**src/rtl/seven_seg_capture.sv**
```systemverilog
// Receive-side monitor for a multiplexed 7-segment display: synchronizes the
// pins, waits for each digit dwell to settle, decodes the glyph and reports frames.
module seven_seg_capture #(
  parameter int STABLE_CYCLES = 4
) (
  input  logic       clk,
  input  logic       reset,
  input  logic       an3,
  input  logic       an2,
  input  logic       an1,
  input  logic       an0,
  input  logic       a,
  input  logic       b,
  input  logic       c,
  input  logic       d,
  input  logic       e,
  input  logic       f,
  input  logic       g,
  input  logic       dp,
  output logic [3:0] char3,
  output logic [3:0] char2,
  output logic [3:0] char1,
  output logic [3:0] char0,
  output logic [3:0] digit_valid,
  output logic [3:0] dp_flags,
  output logic       frame_strobe,
  output logic       frame_changed,
  output logic       bad_glyph,
  output logic       multi_an
);

  localparam logic [3:0] CNT_MAX = 4'(STABLE_CYCLES - 1);
  localparam logic [3:0] CNT_PRE = 4'(STABLE_CYCLES - 2);

  logic [11:0]      pins;
  logic [11:0]      sync1_q, sync2_q;
  logic [3:0]       cnt_q, cnt_d;
  logic [3:0][3:0]  chars_q, chars_d;
  logic [3:0]       valid_q, valid_d;
  logic [3:0]       dpf_q, dpf_d;
  logic [15:0]      snap_q, snap_d;
  logic             snap_vld_q, snap_vld_d;
  logic             strobe_q, strobe_d;
  logic             chg_q, chg_d;
  logic             bad_q, bad_d;
  logic             multi_q, multi_d;

  logic             stable;
  logic             commit;
  logic [3:0]       an_low;
  logic [6:0]       lit;
  logic             one_hot;
  logic             many;
  logic [1:0]       idx;
  logic             glyph_ok;
  logic [3:0]       code;

  assign pins = {an3, an2, an1, an0, a, b, c, d, e, f, g, dp};

  always_ff @(posedge clk or negedge reset) begin
    if (!reset) begin
      sync1_q    <= '1;
      sync2_q    <= '1;
      cnt_q      <= '0;
      chars_q    <= '0;
      valid_q    <= '0;
      dpf_q      <= '0;
      snap_q     <= '0;
      snap_vld_q <= 1'b0;
      strobe_q   <= 1'b0;
      chg_q      <= 1'b0;
      bad_q      <= 1'b0;
      multi_q    <= 1'b0;
    end else begin
      sync1_q    <= pins;
      sync2_q    <= sync1_q;
      cnt_q      <= cnt_d;
      chars_q    <= chars_d;
      valid_q    <= valid_d;
      dpf_q      <= dpf_d;
      snap_q     <= snap_d;
      snap_vld_q <= snap_vld_d;
      strobe_q   <= strobe_d;
      chg_q      <= chg_d;
      bad_q      <= bad_d;
      multi_q    <= multi_d;
    end
  end

  // sync1_q is the sample about to land in sync2_q, so comparing the two lets
  // the commit coincide with the counter reaching its saturation value.
  always_comb begin
    stable = (sync1_q == sync2_q);
    cnt_d  = '0;
    if (stable) cnt_d = (cnt_q == CNT_MAX) ? cnt_q : cnt_q + 4'd1;
    commit = stable && (cnt_q == CNT_PRE);
  end

  always_comb begin
    an_low  = ~sync2_q[11:8];
    lit     = ~sync2_q[7:1];
    one_hot = (an_low != 4'd0) && ((an_low & (an_low - 4'd1)) == 4'd0);
    many    = (an_low != 4'd0) && !one_hot;
    idx     = 2'd0;
    case (an_low)
      4'b0010: idx = 2'd1;
      4'b0100: idx = 2'd2;
      4'b1000: idx = 2'd3;
      default: idx = 2'd0;
    endcase
  end

  // lit pattern ordered {a,b,c,d,e,f,g}
  always_comb begin
    glyph_ok = 1'b1;
    code     = 4'h0;
    case (lit)
      7'h7E: code = 4'h0;
      7'h30: code = 4'h1;
      7'h6D: code = 4'h2;
      7'h79: code = 4'h3;
      7'h33: code = 4'h4;
      7'h5B: code = 4'h5;
      7'h5F: code = 4'h6;
      7'h70: code = 4'h7;
      7'h7F: code = 4'h8;
      7'h7B: code = 4'h9;
      7'h77: code = 4'hA;
      7'h1F: code = 4'hB;
      7'h4E: code = 4'hC;
      7'h3D: code = 4'hD;
      7'h4F: code = 4'hE;
      7'h47: code = 4'hF;
      default: glyph_ok = 1'b0;
    endcase
  end

  always_comb begin
    chars_d    = chars_q;
    valid_d    = valid_q;
    dpf_d      = dpf_q;
    snap_d     = snap_q;
    snap_vld_d = snap_vld_q;
    strobe_d   = 1'b0;
    chg_d      = 1'b0;
    bad_d      = 1'b0;
    multi_d    = 1'b0;
    if (commit) begin
      if (many) begin
        multi_d = 1'b1;
      end else if (one_hot) begin
        if (glyph_ok) begin
          chars_d[idx] = code;
          valid_d[idx] = 1'b1;
          dpf_d[idx]   = ~sync2_q[0];
          if (idx == 2'd0 && valid_d == 4'hF) begin
            strobe_d   = 1'b1;
            chg_d      = !snap_vld_q || (chars_d != snap_q);
            snap_d     = chars_d;
            snap_vld_d = 1'b1;
          end
        end else begin
          valid_d[idx] = 1'b0;
          bad_d        = 1'b1;
        end
      end
    end
  end

  assign char3         = chars_q[3];
  assign char2         = chars_q[2];
  assign char1         = chars_q[1];
  assign char0         = chars_q[0];
  assign digit_valid   = valid_q;
  assign dp_flags      = dpf_q;
  assign frame_strobe  = strobe_q;
  assign frame_changed = chg_q;
  assign bad_glyph     = bad_q;
  assign multi_an      = multi_q;

endmodule

```
**config.mk**
```make
export PLATFORM = sky130hd
export DESIGN_NAME = seven_seg_capture
export DESIGN_NICKNAME = d
export VERILOG_FILES = /design/src/rtl/seven_seg_capture.sv
export SDC_FILE = /design/constraint.sdc
export NUM_CORES = 1
export LEC_CHECK = 0
export CAP_MARGIN = 40
export CORE_MARGIN = 2
export CORE_UTILIZATION = 30
export DETAILED_ROUTE_END_ITERATION = 6
export HOLD_SLACK_MARGIN = 0.03
export SETUP_SLACK_MARGIN = 0.5
export SLEW_MARGIN = 5
export SYNTH_ARGS = -nofsm -noshare
export SYNTH_HDL_FRONTEND = slang
export SYNTH_SLANG_ARGS = --single-unit
```
**constraint.sdc**
```tcl
create_clock -name clk -period 2.46 [get_ports clk]
set_input_delay 0.246 -clock clk [delete_from_list [all_inputs] [get_ports clk]]
set_output_delay 0.246 -clock clk [all_outputs]
set_load 0.05 [all_outputs]
```
==> results of run 1 <==
## sequential cells by signal (all words and copies together), names as in the netlist, 4 cells and up, named ones only
register	cells
dp_flags	4
char1	4
sync2_q	12
char0	4
char2	4
char3	4
cnt_q	4
sync1_q	12
snap_q	16
## cell families after synthesis
family	Yosys count	synth area share, %
AND/OR/NAND/NOR	124	18.9
AO/OA/AOI/OAI	81	13.8
flip-flops	73	48.4
XOR/XNOR	31	7.76
buffers and inverters	31	4.53
multiplexers	17	5.74
adder cells (fa/ha/maj)	3	0.913
## critical path: stages (launching register included)
cell and delay (ps):
dfstp_2 540, clkbuf_2 170, and3b_1 190, o21ai_0 270, o211ai_1 170, buf_4 190, nor2_4 220, a211o_1 160
o211ai_1 120, nor4_2 250, a31oi_1 110
## per-layer routing
layer | share of wire (%) | global-route usage [%] | vias to the layer above
li1 | - | - | 1492
met1 | 45 | 21.6 | 1607
met2 | 49 | 24.7 | 84
met3 | 4.3 | 2.94 | 18
met4 | 1.9 | 7.06 | 0
met5 | 0 | 0 | -
## cell usage in the layout, fill, tap and decap left out, types with 13 or more instances in the layout
cell and count:
buf_4 45, a21oi_1 13, xnor2_1 14, dfstp_2 23
nand2_1 26, dfrtp_1 49, o21ai_0 17, nor2_1 19
clkdlybuf4s50_1 40
## stage by stage
stage               worst slack [ps]  hold WS, ps  TNS, ps  cell area [µm²]  util [%]
floorplan                        208        -49.6        0             3880         -
finish                         -59.2         13.8    -59.2             5450      43.4
CTS                             49.1         39.5        0             5170      41.2
detailed placement             -68.9          364     -282             4580      36.5
global placement                6.23          364        0             4580      36.5
global route                    -167         82.4    -1500             5450      43.4
## what timing repair did
| action | in CTS | in global routing |
|---|---|---|
| resized for setup | 26 | 35 |
| endpoints found under the hold margin | 0 | 0 |
| setup buffers | 19 | 17 |
| endpoints found under the setup margin | 44 | 45 |
| pin swaps | 4 | 19 |
| cloned | 3 | 2 |
## cell type report
cell class                 count  area [µm²]
clock buffer                  16         272
fill                        1178        7120
inverter                       9        41.3
multi-input combinational    259        2020
sequential                    73        1860
tap                          172         215
timing repair buffer         105        1040
## final timing paths
path | from | cells after the start | to | slack [ps]
max in group asynchronous | reset | 2 | sync1_q[7]$_DFF_PN1_ | 1760
worst max register to register | sync2_q[4]$_DFF_PN1_ | 10 | frame_changed$_DFF_PN0_ | -60
worst min register to register | sync1_q[0]$_DFF_PN1_ | 0 | sync2_q[0]$_DFF_PN1_ | 370
min in group clk | dp | 1 | sync1_q[0]$_DFF_PN1_ | 310
worst min-delay path | reset | 1 | cnt_q[3]$_DFFE_PN0P_ | 10
worst max-delay path | sync2_q[4]$_DFF_PN1_ | 10 | frame_changed$_DFF_PN0_ | -60
## where the power goes
part	internal, mW	switching [mW]	total, mW
sequential	1.24	0.0277	1.27
combinational	0.132	0.136	0.268
clock	0.740	0.468	1.21
total	2.11	0.632	2.74
==> flow_summary.ini, run 1 <==
[global_route]
grt_antenna_before_repair = 0
grtUsageTotal_pct = 15.9
grt_max_degree = 39
grt_overflow = 0
grt_pass1_wl_um = 16300
grt_pass1_vias = 3131

[die]
die_x_um = 117
initial_core_util_pct = 30.5
rows = 41
core_area_um2 = 12600
die-area_um2 = 13700
die_y_um = 117
ioPinCount = 42

[synthesis]
ys.flop_type = dfrtp_1
synth_area_um2 = 3840
ys_ff_latch = 73
synth.most_common_cell = dfrtp_1
synth-edff-count = 0
yosysTopAreaCell = dfrtp_1
synth_fp_nets = 376
async_flop_share_pct = 100
ys_seq_area_share_pct = 48.4
ys_top_cells_by_count = dfrtp_1 (49), nand2_1 (27), nor2_1 (27), dfstp_2 (24), o21ai_0 (23)
synthTopCellsByArea = dfrtp_1 (32%), dfstp_2 (16%), xnor2_1 (3.9%)
synthCells = 360
netlist.area_leader.share_pct = 31.9
avgSynthCellArea_um2 = 10.7
ys.warnings.count = 0
synth_cell_type_count = 70

[critical_path]
crit_fanout = 7
critPathLaunchType = flip-flop
worstPathArrival_ps = 2730
timing.critical_path.to_type = flip-flop
critical_path_class = flip-flop to flip-flop
required_ps = 2670

[drt]
drtIter0Drc = 211
viasPerCell = 5.05
num_vias = 3201
wl_per_cell_um = 16.6
drtPass1Iterations = 5
drt-total-wl_um = 10500
ant_nets = 0
drcViolationCount = 0

[job]
drv_cap = 0

[sta]
fin_skew_ps = 4.63
finalCriticalPeriod_ps = 2520
finalSetupViolations = 1
rsz0062_at_grt = true
fin_crit_sh_pct = 102
max_freq_mhz = 397
tightest_slew_ps = 827
layout_setup_ws_ps = -59.2
finalHoldViolations = 0
slew_viol_final = 0
slew_headroom_pct = 44.9

[cts]
clock_path_buffers = 2
h-tree-depth = 3
cts_inserted_buffers = 9
cts_tree = yes
cts-root-buf = clkbuf_16
numClockSinks = 73
hold_buffers = 0
clkLatencyLatePin_ps = 340
path_clk_slew_ps = 50

[status]
outcome = complete, but fails checks
violations = negative setup slack

[power_and_ir_drop]
finalPower_mw = 2.74
power_leakage_nw = 2.30
power_density_nw_per_um2 = 503
ir_drop_mv = 0.240

[finish]
fin_nets = 473
instances_no_fill = 634
layout-drive-gt1-share_pct = 36.1
syn_to_final_growth_pct = 42.0
antenna_cells = 0

[place]
hpwlAfterDp_um = 6900
numPortBuffers = 41
gp_congestion = 0.961
dpl.cell_count = 577

[min_path]
holdCritPathClass = primary input to async pin
No activity file was read; power rests on OpenSTA's default activity.
==> run 2, diff against run 1 <==
ABC_AREA = 1   (was not set)
CORE_MARGIN = 4   (was 2)
==> run 2 against run 1 <==
Effect of this change: the run now ends clean; flip-flop and latch count did not move; non-clock buffer count fell by 22; critical path depth grew 5; area after synthesis up 1.6%; critical endpoint unchanged; via count is 2.9% higher; setup slack gained 260 ps; sequential power hardly changed; maximum frequency rose by 12%; largest power group is now clock.
==> flow_summary.ini, run 2 <==
[status]
outcome = complete, no violations

[finish]
fin_nets = 533
final_common_cell = nand2_1
multi_input_area_um2 = 2250
top_register = snap_q
largest_reg_flops = 16
instances_no_fill = 694
final_cell_mix = nand2_1 (71), dfrtp_1 (49), nand2_2 (40), clkdlybuf4s50_1 (40), o21ai_2 (35)
register_area_um2 = 1860
antenna_cells = 0
syn_to_final_growth_pct = 47.0
fillers = 1148
top_regs = snap_q: 16 flops, sync1_q: 12 flops, sync2_q: 12 flops
layout-drive-gt1-share_pct = 47.1

[die]
core_area_um2 = 12700
ioPinCount = 42
die_y_um = 122
die-area_um2 = 14900
die_x_um = 122
initial_core_util_pct = 30.8
rows = 41

[sta]
finalCriticalPeriod_ps = 2260
rsz0062_at_grt = true
finalSetupViolations = 0
slew_headroom_pct = 63.4
fin_skew_ps = 8.49
tightest_slew_ps = 548
finalHoldViolations = 0
fin_crit_sh_pct = 91.7
slew_viol_final = 0
setup_tns_ps = 0
max_freq_mhz = 443

[min_path]
holdCritPathClass = primary input to flip-flop

[synthesis]
synth_cell_type_count = 45
synth-edff-count = 0
ys.flop_type = dfrtp_1
netlist.area_leader.share_pct = 31.4
synthTopCellsByArea = dfrtp_1 (31%), dfstp_2 (16%), nand2_1 (10%)
ys_top_cells_by_count = nand2_1 (106), dfrtp_1 (49), nor2_1 (36), o21ai_2 (35), nand3_1 (30)
synthCells = 432
ys_seq_area_share_pct = 47.6
yosysTopAreaCell = dfrtp_1
ys.warnings.count = 0
async_flop_share_pct = 100
avgSynthCellArea_um2 = 9.03
synth.most_common_cell = nand2_1
synth_area_um2 = 3900
synth_fp_nets = 448
ys_ff_latch = 73

[cts]
cts_inserted_buffers = 9
cts-root-buf = clkbuf_16
h-tree-depth = 3
path_clk_slew_ps = 60
clock_path_buffers = 2
clkLatencyLatePin_ps = 340
numClockSinks = 73
cts_tree = yes

[global_route]
grt_pass1_vias = 3442
grt_max_degree = 32
grt_antenna_before_repair = 0
grt_overflow = 0
grtUsageTotal_pct = 15.2
grt_pass1_wl_um = 17500

[critical_path]
crit_fanout = 5
critical_path_class = flip-flop to flip-flop
required_ps = 2690
worstPathArrival_ps = 2480
timing.critical_path.to_type = flip-flop
cp_slowest_cell = dfstp_2
crit_top_cell = nor2_1
critPathLaunchType = flip-flop
max_stage_delay_ps = 580
crit_chain = inv_2 -> nand2_4 -> nor2_2 -> nand2_2 -> nand2_4 -> nor2_4 -> nand3_2 -> nand3b_1 -> nand2_1 -> nor2_1 -> nand2_1 -> nor2_1 -> nand3_1 -> nor2_1 -> nor2_1

[drt]
wl_per_cell_um = 15.6
drtIter0Drc = 198
viasPerCell = 4.75
ant_nets = 0
drtPass1Iterations = 4
num_vias = 3294
drt-total-wl_um = 10800
drcViolationCount = 0

[power_and_ir_drop]
ir_drop_mv = 0.285
power_leakage_nw = 2.52
power_density_nw_per_um2 = 512

[job]
drv_cap = 0

[place]
dpl.cell_count = 639
hpwlAfterDp_um = 6580
gp_congestion = 0.844
numPortBuffers = 41
## run 2: cell types whose count changed after synthesis, sizes merged, moves of 4 or more
cell,before,now
a21oi,22,5
buf,16,12
clkbuf,6,0
inv,9,35
mux2,13,0
mux2i,4,0
nand2,27,130
nand3,14,31
nand4b,4,0
nor2,33,45
o21ai,26,46
or2,1,8
xnor2,19,0
## run 2: cell families after synthesis
family	share of synthesized area (%)
xor+xnor	3.14
fa+ha+maj	0.642
compound gates	12.5
simple gates	29.5
flops	47.6
buf+inv	6.64
## run 2: metrics by stage
stage               worst slack [ps]  utilization [%]  total power, mW  hold WS, ps  area, µm²
floorplan                        600                -             1.39        -49.6       3900
global placement                 194             35.3             1.46          246       4470
detailed placement               164             35.3             1.47          262       4470
CTS                              320             42.1             2.92          305       5340
global route                    51.9             45.3             3.03          306       5730
finish                           205             45.3             2.94          313       5730
## run 2: timing repair
action / in CTS / in global routing
pin swaps: 21 / 23
endpoints found under the setup margin: 44 / 44
cloned: 5 / 3
buffers inserted: 20 / 10
resized for setup: 65 / 65
hold buffers: 1 / 0
endpoints found under the hold margin: 2 / 0
## run 2: routing by layer
layer | up-vias | global-route usage, % | wire [µm]
li1 | 1586 | - | -
met1 | 1625 | 19.7 | 4750
met2 | 68 | 25.3 | 5520
met3 | 15 | 3.16 | 393
met4 | 0 | 5.25 | 182
met5 | - | 0 | 0
## run 2: power by group
part	switching [mW]	internal (mW)
clock network	0.511	0.898
registers	0.0279	1.24
logic	0.157	0.104
## run 2: final cells by class
cell class                      count  share of cell area (%)
Multi-Input combinational cell    314                    39.3
Sequential cell                    73                    32.4
Timing Repair Buffer               83                    16.4
Clock buffer                       12                    4.84
Tap cell                          172                    3.75
Inverter                           36                    2.53
Clock inverter                      4                   0.829
## run 2: critical path, delay by kind of cell, from the launching register on
kind,cells,cell delay (ps)
buffers and inverters,1,70
and+or+nand+nor,14,1480
DFF,1,580
## run 2: final timing paths
path | from | endpoint | slack (ps) | cells after the start
setup / recovery | sync2_q[1]$_DFF_PN1_ | frame_changed$_DFF_PN0_ | 200 | 15
hold / removal | f | sync1_q[2]$_DFF_PN1_ | 310 | 1
setup reg to reg | sync2_q[1]$_DFF_PN1_ | frame_changed$_DFF_PN0_ | 200 | 15
hold reg to reg | sync1_q[9]$_DFF_PN1_ | sync2_q[9]$_DFF_PN1_ | 370 | 0
max in group asynchronous | reset | sync2_q[11]$_DFF_PN1_ | 1300 | 3
min in group asynchronous | reset | bad_glyph$_DFF_PN0_ | 430 | 2
